### src/rtl/accel_spi_pkg.sv
// Shared constants for the ADXL362 SPI reader: opcodes, register map, FSM encoding
// and the small byte helpers used when building frames and post-processing samples.
package accel_spi_pkg;

  localparam logic [7:0] CMD_WR        = 8'h0A;
  localparam logic [7:0] CMD_RD        = 8'h0B;
  localparam logic [7:0] REG_XDATA     = 8'h08;
  localparam logic [7:0] REG_POWER_CTL = 8'h2D;
  localparam logic [7:0] PWR_MEASURE   = 8'h02;

  typedef enum logic [2:0] {
    ST_WAIT_PWR,
    ST_INIT_WR,
    ST_GAP,
    ST_IDLE,
    ST_RD,
    ST_UPDATE
  } state_t;

  // Byte idx of the configuration write (is_rd=0) or the XDATA/YDATA burst read.
  function automatic logic [7:0] frame_byte(input logic is_rd, input logic [1:0] idx);
    logic [7:0] b;
    b = 8'h00;
    if (is_rd) begin
      case (idx)
        2'd0:    b = CMD_RD;
        2'd1:    b = REG_XDATA;
        default: b = 8'h00;
      endcase
    end else begin
      case (idx)
        2'd0:    b = CMD_WR;
        2'd1:    b = REG_POWER_CTL;
        2'd2:    b = PWR_MEASURE;
        default: b = 8'h00;
      endcase
    end
    return b;
  endfunction

  // Two's-complement negate that clamps -128 to +127 instead of wrapping.
  function automatic logic [7:0] neg_sat(input logic [7:0] b);
    return (b == 8'h80) ? 8'h7F : (8'h00 - b);
  endfunction

endpackage

### src/rtl/spi_byte_shifter.sv
// Full-duplex 8-bit SPI mode-0 shifter. A load accepted on the final SCLK fall chains
// the next byte with no idle half period, so multi-byte frames keep a continuous clock.
module spi_byte_shifter #(
  parameter int unsigned HALF = 50
) (
  input  logic       CLK,
  input  logic       rst_n,
  input  logic       start,
  input  logic [7:0] tx_byte,
  output logic       ready,
  output logic [7:0] rx_byte,
  output logic       done,
  output logic       sclk,
  output logic       mosi,
  input  logic       miso
);

  logic        busy;
  logic [31:0] cnt;
  logic [2:0]  bit_cnt;
  logic [7:0]  tx_sr;
  logic [7:0]  rx_sr;
  logic        miso_s;
  logic        half_end;
  logic        last_fall;

  // Two flops need at least HALF>=4 cycles between MISO change and the sampling edge.
  generate
    if (HALF >= 4) begin : g_sync
      logic [1:0] sync;
      always_ff @(posedge CLK or negedge rst_n) begin
        if (!rst_n) sync <= 2'b00;
        else        sync <= {sync[0], miso};
      end
      assign miso_s = sync[1];
    end else begin : g_direct
      assign miso_s = miso;
    end
  endgenerate

  assign half_end  = busy && (cnt == HALF - 32'd1);
  assign last_fall = half_end && sclk && (bit_cnt == 3'd7);
  assign ready     = !busy || last_fall;
  assign mosi      = tx_sr[7];

  // NOTE: state registers use non-blocking assignments so every flop samples pre-edge values.
  always_ff @(posedge CLK or negedge rst_n) begin
    if (!rst_n) begin
      busy    <= 1'b0;
      cnt     <= '0;
      bit_cnt <= '0;
      tx_sr   <= '0;
      rx_sr   <= '0;
      rx_byte <= '0;
      done    <= 1'b0;
      sclk    <= 1'b0;
    end else begin
      done <= 1'b0;
      if (start && ready) begin
        busy    <= 1'b1;
        cnt     <= '0;
        sclk    <= 1'b0;
        bit_cnt <= '0;
        tx_sr   <= tx_byte;
        if (last_fall) begin
          done    <= 1'b1;
          rx_byte <= rx_sr;
        end
      end else if (half_end) begin
        cnt  <= '0;
        sclk <= !sclk;
        if (!sclk) begin
          rx_sr <= {rx_sr[6:0], miso_s};
        end else if (bit_cnt == 3'd7) begin
          busy    <= 1'b0;
          done    <= 1'b1;
          rx_byte <= rx_sr;
          tx_sr   <= '0;
        end else begin
          bit_cnt <= bit_cnt + 3'd1;
          tx_sr   <= {tx_sr[6:0], 1'b0};
        end
      end else if (busy) begin
        cnt <= cnt + 32'd1;
      end
    end
  end

endmodule

### src/rtl/accel_spi_reader.sv
// ADXL362 SPI master: one POWER_CTL write after power-up, then periodic X/Y MSB reads.
// Define ACCEL_AVG_EN to add a 4-sample box filter (one extra cycle of latency).
module accel_spi_reader
  import accel_spi_pkg::*;
#(
  parameter int unsigned CLK_FREQ_HZ    = 100_000_000,
  parameter int unsigned SCLK_HZ        = 1_000_000,
  parameter int unsigned SAMPLE_HZ      = 100,
  parameter int unsigned STARTUP_CYCLES = 500_000,
  parameter int unsigned CS_GAP_CYCLES  = 100,
  parameter bit          INVERT_X       = 1'b0,
  parameter bit          INVERT_Y       = 1'b0,
  parameter bit          SWAP_XY        = 1'b0
) (
  input  logic       CLK,
  input  logic       rst_n,
  input  logic       enable,
  output logic       spi_sclk,
  output logic       spi_mosi,
  input  logic       spi_miso,
  output logic       spi_cs_n,
  output logic [7:0] accel_x,
  output logic [7:0] accel_y,
  output logic       accel_valid,
  output logic       init_done
);

  localparam int unsigned HALF     = CLK_FREQ_HZ / (2 * SCLK_HZ);
  localparam int unsigned TICK_DIV = CLK_FREQ_HZ / SAMPLE_HZ;

  state_t      state;
  logic [31:0] timer;
  logic [31:0] tick_cnt;
  logic        tick;
  logic [2:0]  byte_idx;
  logic [2:0]  nbytes;
  logic [1:0]  done_cnt;
  logic        in_hold;
  logic [7:0]  x_raw, y_raw, x_new, y_new, x_proc, y_proc;
  logic        proc_valid;
  logic        sh_start, sh_ready, sh_done;
  logic [7:0]  sh_tx, sh_rx;

  spi_byte_shifter #(.HALF(HALF)) u_shifter (
    .CLK     (CLK),
    .rst_n   (rst_n),
    .start   (sh_start),
    .tx_byte (sh_tx),
    .ready   (sh_ready),
    .rx_byte (sh_rx),
    .done    (sh_done),
    .sclk    (spi_sclk),
    .mosi    (spi_mosi),
    .miso    (spi_miso)
  );

  // Free-running once configured; a tick outside IDLE is simply lost.
  assign tick = init_done && (tick_cnt == TICK_DIV - 32'd1);

  always_ff @(posedge CLK or negedge rst_n) begin
    if (!rst_n)                  tick_cnt <= '0;
    else if (!init_done || tick) tick_cnt <= '0;
    else                         tick_cnt <= tick_cnt + 32'd1;
  end

  assign nbytes = (state == ST_RD) ? 3'd4 : 3'd3;

  // The first byte loads on the same edge cs_n falls, so the shifter's first low
  // half period doubles as the cs setup time.
  // NOTE: defaulting every always_comb output first keeps the block free of latches.
  always_comb begin
    sh_start = 1'b0;
    sh_tx    = 8'h00;
    case (state)
      ST_WAIT_PWR: if (timer == STARTUP_CYCLES - 32'd1) begin
        sh_start = 1'b1;
        sh_tx    = CMD_WR;
      end
      ST_IDLE: if (tick && enable) begin
        sh_start = 1'b1;
        sh_tx    = CMD_RD;
      end
      ST_INIT_WR, ST_RD: if (!in_hold && sh_ready && (byte_idx < nbytes)) begin
        sh_start = 1'b1;
        sh_tx    = frame_byte(state == ST_RD, byte_idx[1:0]);
      end
      default: ;
    endcase
  end

  always_comb begin
    x_new = SWAP_XY ? y_raw : x_raw;
    y_new = SWAP_XY ? x_raw : y_raw;
    if (INVERT_X) x_new = neg_sat(x_new);
    if (INVERT_Y) y_new = neg_sat(y_new);
  end

  always_ff @(posedge CLK or negedge rst_n) begin
    if (!rst_n) begin
      state      <= ST_WAIT_PWR;
      timer      <= '0;
      spi_cs_n   <= 1'b1;
      byte_idx   <= '0;
      done_cnt   <= '0;
      in_hold    <= 1'b0;
      init_done  <= 1'b0;
      x_raw      <= '0;
      y_raw      <= '0;
      x_proc     <= '0;
      y_proc     <= '0;
      proc_valid <= 1'b0;
    end else begin
      proc_valid <= 1'b0;
      case (state)
        ST_WAIT_PWR: begin
          if (sh_start) begin
            state    <= ST_INIT_WR;
            spi_cs_n <= 1'b0;
            byte_idx <= 3'd1;
            done_cnt <= '0;
            timer    <= '0;
          end else begin
            timer <= timer + 32'd1;
          end
        end
        ST_INIT_WR, ST_RD: begin
          if (sh_start) byte_idx <= byte_idx + 3'd1;
          if (in_hold) begin
            // timer was primed to 1 on the edge after the last SCLK fall
            if (timer >= HALF - 32'd1) begin
              spi_cs_n <= 1'b1;
              in_hold  <= 1'b0;
              timer    <= '0;
              if (state == ST_RD) begin
                state <= ST_UPDATE;
              end else begin
                init_done <= 1'b1;
                state     <= ST_GAP;
              end
            end else begin
              timer <= timer + 32'd1;
            end
          end else if (sh_done) begin
            if (state == ST_RD && done_cnt == 2'd2) x_raw <= sh_rx;
            if (state == ST_RD && done_cnt == 2'd3) y_raw <= sh_rx;
            if ({1'b0, done_cnt} == nbytes - 3'd1) begin
              in_hold <= 1'b1;
              timer   <= 32'd1;
            end else begin
              done_cnt <= done_cnt + 2'd1;
            end
          end
        end
        ST_GAP: begin
          if (timer >= CS_GAP_CYCLES - 32'd1) begin
            timer <= '0;
            state <= ST_IDLE;
          end else begin
            timer <= timer + 32'd1;
          end
        end
        ST_IDLE: begin
          if (sh_start) begin
            state    <= ST_RD;
            spi_cs_n <= 1'b0;
            byte_idx <= 3'd1;
            done_cnt <= '0;
          end
        end
        ST_UPDATE: begin
          x_proc     <= x_new;
          y_proc     <= y_new;
          proc_valid <= 1'b1;
          timer      <= '0;
          state      <= ST_GAP;
        end
        default: state <= ST_WAIT_PWR;
      endcase
    end
  end

`ifdef ACCEL_AVG_EN
  logic [7:0] sample  [2];
  logic [7:0] hist    [2][4];
  logic [9:0] sum     [2];
  logic [9:0] sum_nxt [2];
  logic [7:0] avg_q   [2];
  logic       avg_valid;

  assign sample[0] = x_proc;
  assign sample[1] = y_proc;

  // Running sum: add the newest sample, drop the one falling out of the window.
  always_comb begin
    for (int a = 0; a < 2; a++) begin
      sum_nxt[a] = sum[a] + {{2{sample[a][7]}}, sample[a]}
                          - {{2{hist[a][3][7]}}, hist[a][3]};
    end
  end

  // NOTE: the history is explicitly reset so the first averages ramp up from zero.
  always_ff @(posedge CLK or negedge rst_n) begin
    if (!rst_n) begin
      avg_valid <= 1'b0;
      for (int a = 0; a < 2; a++) begin
        sum[a]   <= '0;
        avg_q[a] <= '0;
        for (int k = 0; k < 4; k++) hist[a][k] <= '0;
      end
    end else begin
      avg_valid <= proc_valid;
      if (proc_valid) begin
        for (int a = 0; a < 2; a++) begin
          sum[a]     <= sum_nxt[a];
          avg_q[a]   <= sum_nxt[a][9:2];
          hist[a][0] <= sample[a];
          for (int k = 1; k < 4; k++) hist[a][k] <= hist[a][k-1];
        end
      end
    end
  end

  assign accel_x     = avg_q[0];
  assign accel_y     = avg_q[1];
  assign accel_valid = avg_valid;
`else
  assign accel_x     = x_proc;
  assign accel_y     = y_proc;
  assign accel_valid = proc_valid;
`endif

endmodule
### config.mk
export PLATFORM = sky130hd
export DESIGN_NAME = accel_spi_reader
export DESIGN_NICKNAME = d
export VERILOG_FILES = /design/src/rtl/accel_spi_pkg.sv /design/src/rtl/spi_byte_shifter.sv /design/src/rtl/accel_spi_reader.sv
export SDC_FILE = /design/constraint.sdc
export NUM_CORES = 1
export LEC_CHECK = 0
export BUFFER_PORTS_ARGS = -buffer_cell sky130_fd_sc_hd__buf_2
export CAP_MARGIN = 25
export CORE_UTILIZATION = 60
export CTS_BUF_LIST = sky130_fd_sc_hd__clkbuf_4 sky130_fd_sc_hd__clkbuf_8 sky130_fd_sc_hd__clkbuf_16
export CTS_CLUSTER_SIZE = 10
export DETAILED_ROUTE_END_ITERATION = 6
export PLACE_DENSITY = 0.77
export SETUP_SLACK_MARGIN = 0.1
export SLEW_MARGIN = 20
export SYNTH_ARGS = -nofsm -noshare
export SYNTH_HDL_FRONTEND = slang
export SYNTH_HIERARCHICAL = 1
export SYNTH_SLANG_ARGS = --single-unit
### constraint.sdc
create_clock -name CLK -period 5.55 [get_ports CLK]
set_input_delay 1.11 -clock CLK [delete_from_list [all_inputs] [get_ports CLK]]
set_output_delay 1.11 -clock CLK [all_outputs]
set_load 0.05 [all_outputs]
==> impl_results.md <==
* CTS Root Cell: clkbuf_16
* Hold Crit Depth at 0
* CTS clk-pin slew, worst paths at around 0.07 ns
* Delay-heaviest family, CP: simple AND/OR/NAND/NOR gates
* PostCTS Resize Cnt at 0
* Sequential power share at 0.493
* Clk_lat worst skew at ~0.43 ns
* Max FO, Critical Path at 12
* Die W at 123.9 um
* Switching power total at 0.5612 mW
* Average size of a mapped cell at ~10 um^2
* Clk pwr share at 0.495
* Total track usage at 0.2593
* Tcrit/Tclk final at 0.8269
* P_int at roughly 2.0 mW
* DRC viols at 0
* RSZ-0062 raised after global routing: no
* Register area share after synthesis at 0.4826
* Row cnt at 44
* Syn-to-layout area delta at 10.18%
* Routed WL per cell at ~16 um
* Layout Cells excl Fill at around 1100
* Slew Limit Fails at 0
* Commonest non-fill, non-tap cell in the layout: dfrtp_1
* Worst rel slew slack at 0.3368
* Area of the core at around 15000 um^2
* Crit-path cells: nor4_1 > nand4_1 > nor3_2 > buf_4 > nand2b_1 > or4b_1 > a31oi_1 > o21ai_1 > nand2_1 > o211ai_2 > or2_1 > or4_4 > or3_1 > a21oi_1
* Post-synth ARST share at 1.000
* CTS tree: yes
* Main flop type after synthesis: dfrtp_1
* Final Power at roughly 2.5 mW
* Logic pwr share at 0.012
* Layout net count at between 900 and 1000
* Final-report setup violation count at 0
* Min-delay worst type: flip-flop to flip-flop
* Die Height at 123.9 um
* Global route total overflow at 0
* Max Clock Skew at between 0.01 and 0.015 ns
* Top-area cell type share of the netlist area at 0.4797
* Synth unique cells at 77
* Arrival time worst endpoint at approximately 5.0 ns
* Most frequent cells in the layout: dfrtp_1, nand2_1, nor2_1
* Vias/cell at 6.034
* Initial antenna violation count at 0
* Post-synth EDFFs at 0
* Vias at 6770
* Iter 0 DRT Violations at about 550
* Final hold violation count at 0
* WS Path Type: flip-flop to flip-flop
* Crit-path max cell delay at ~0.46 ns
* Req. time, crit path at 5.91 ns
* IO Count at 25
* Worst-margin pin slew at roughly 0.99 ns
* Hold buffers post-CTS at 0
* Initial Utilization at 0.6138
* CP startpoint kind: flip-flop
* Largest cells by area after synthesis: dfrtp_1, nand2_1, xnor2_1
* Ys Warns at 6
* Status: finished clean
* Number of global-route vias before repair at ~6500
* Post-Place Cells at approximately 1100
* Max clock buf depth at 2
* Critical path endpoint category: flip-flop
* Slowest CP cell: or4_4
* Routed Antenna Nets at 0
* Drt first pass iters at 6
* IO Port Bufs at 24
* Die area at 15360 um^2
* # Max-Cap Violations at 0
* Synthesized area at between 8000 and 9000 um^2
* First-pass GRT wire length at about 31000 um
* Net Sw Frac at 0.2203
* Power Dens Cells at approximately 260 nW/um^2
* DPL Wire Length at between 10000 and 15000 um
* Max Freq at 217.9 MHz
* Placed cell areas at 9201 um^2
* Largest area contributor in the netlist: dfrtp_1
* Instance count on the critical path at 14
* # diodes at 0
* H-tree level count at 4
* Setup TNS at 0 ns
* Layout cells sized above 1 at 0.1557
* Leakage power at 4.405 nW
* WL final at ~18000 um
* Seq cells post-synth at 172
* R2R cell count at 14
* RePlAce Congestion at roughly 0.83
* Number of CTS-inserted buffers at 17
* Post CTS Setup Buffer Count at 0
* Finished layout cell area at about 9800 um^2
* Peak VDD IR at 296.2 uV
* Buf/Inv on CP at 1
* Pin count of the biggest net entering global routing at between 80 and 90
* CTS sink count at between 150 and 200
* Final Critical Period at 4.589 ns
* Syn Inst Count at 900
cell usage after synthesis, drive strengths merged, types with 3 or more instances:
library cell and instances:
nor2b 9, nor4b 7, nand4 37, nor2 99, o31ai 7, and3 12, or2 7, nand2 115
nor3 29, nor3b 7, xor2 24, o211ai 6, xnor2 45, and4 12, dfrtp 171, inv 32
clkbuf 9, a22o 9, o22ai 6, o21ai 20, or3 7, nor4 27, o311ai 6, nand3 38
o2111ai 3, nand2b 3, mux2i 3, ha 16, o21a 3, a31oi 16, mux2 33, a21oi 27
a31o 7, buf 23
cell families after synthesis:
| group | Yosys count | share of synthesized area |
|---|---|---|
| AOI/OAI and AO/OA | 122 | 0.09930 |
| xor gates and xnor gates | 69 | 0.06858 |
| adders and majority gates | 16 | 0.02244 |
| buffers and inverters | 65 | 0.03408 |
| DFF | 172 | 0.4826 |
| muxes | 36 | 0.04502 |
| other | 1 | 0.0004204 |
| and+or+nand+nor | 419 | 0.2475 |
metal layers:
metal  part of all wire  up-vias  global-route usage
li1                   -     3252                   -
met1               0.46     3340              0.3351
met2               0.50      161              0.4424
met3              0.038       17             0.05449
met4             0.0089        0             0.07068
met5                  0        -                   0
area by class of cell:
type / count / area (um^2)
clock inverters: 15 / 202.7
well taps: 184 / 230.2
repair buffers: 33 / 197.7
fillers: 1124 / 4705
flip-flops and latches: 172 / 4305
clock buffers: 17 / 425.4
multi-input cells: 668 / 4344
inverters: 33 / 123.9
stage by stage:
| step | utilization | hold WS, ns | worst slack (ns) |
|---|---|---|---|
| final | 0.6763 | 0.3500 | 0.9607 |
| after global placement | 0.6323 | 0.3356 | 1.146 |
| after CTS | 0.6763 | 0.3514 | 0.9444 |
| after global routing | 0.6763 | 0.3589 | 0.6522 |
| after detailed placement | 0.6331 | 0.3355 | 0.9909 |
| after floorplan | - | 0.3312 | 1.731 |
power groups by stage:
stage,registers [mW],clock network [mW],logic [mW]
3_5_place_dp,1.28,0,0.0321
2_1_floorplan,1.28,0,0.00265
6_report,1.26,1.26,0.0301
3_3_place_gp,1.28,0,0.0321
5_1_grt,1.26,1.35,0.0364
4_1_cts,1.26,1.29,0.0321
path summary, 6_finish.rpt:
| path | endpoint | slack [ns] | start |
|---|---|---|---|
| setup / recovery | u_shifter/cnt[31]$_DFFE_PN0P_ | 0.96 | u_shifter/cnt[19]$_DFFE_PN0P_ |
| hold / removal | u_shifter/g_sync.sync[1]$_DFF_PN0_ | 0.35 | u_shifter/g_sync.sync[0]$_DFF_PN0_ |
| setup reg to reg | u_shifter/cnt[31]$_DFFE_PN0P_ | 0.96 | u_shifter/cnt[19]$_DFFE_PN0P_ |
| hold reg to reg | u_shifter/g_sync.sync[1]$_DFF_PN0_ | 0.35 | u_shifter/g_sync.sync[0]$_DFF_PN0_ |
| max in group asynchronous | u_shifter/cnt[13]$_DFFE_PN0P_ | 3.79 | rst_n |
| min in group asynchronous | tick_cnt[17]$_DFF_PN0_ | 0.71 | rst_n |
state kept, by name (all words and copies together), names as in the netlist, 2 cells and up:
register / cells
u_shifter/cnt: 32
state: 3
done_cnt: 2
y_new: 8
u_shifter/tx_sr: 8
u_shifter/rx_sr: 8
timer: 32
accel_x: 8
x_new: 8
u_shifter/g_sync.sync: 2
u_shifter/rx_byte: 8
byte_idx: 3
accel_y: 8
tick_cnt: 32
u_shifter/bit_cnt: 3
Note: power is estimated with default switching activity, not from simulation.
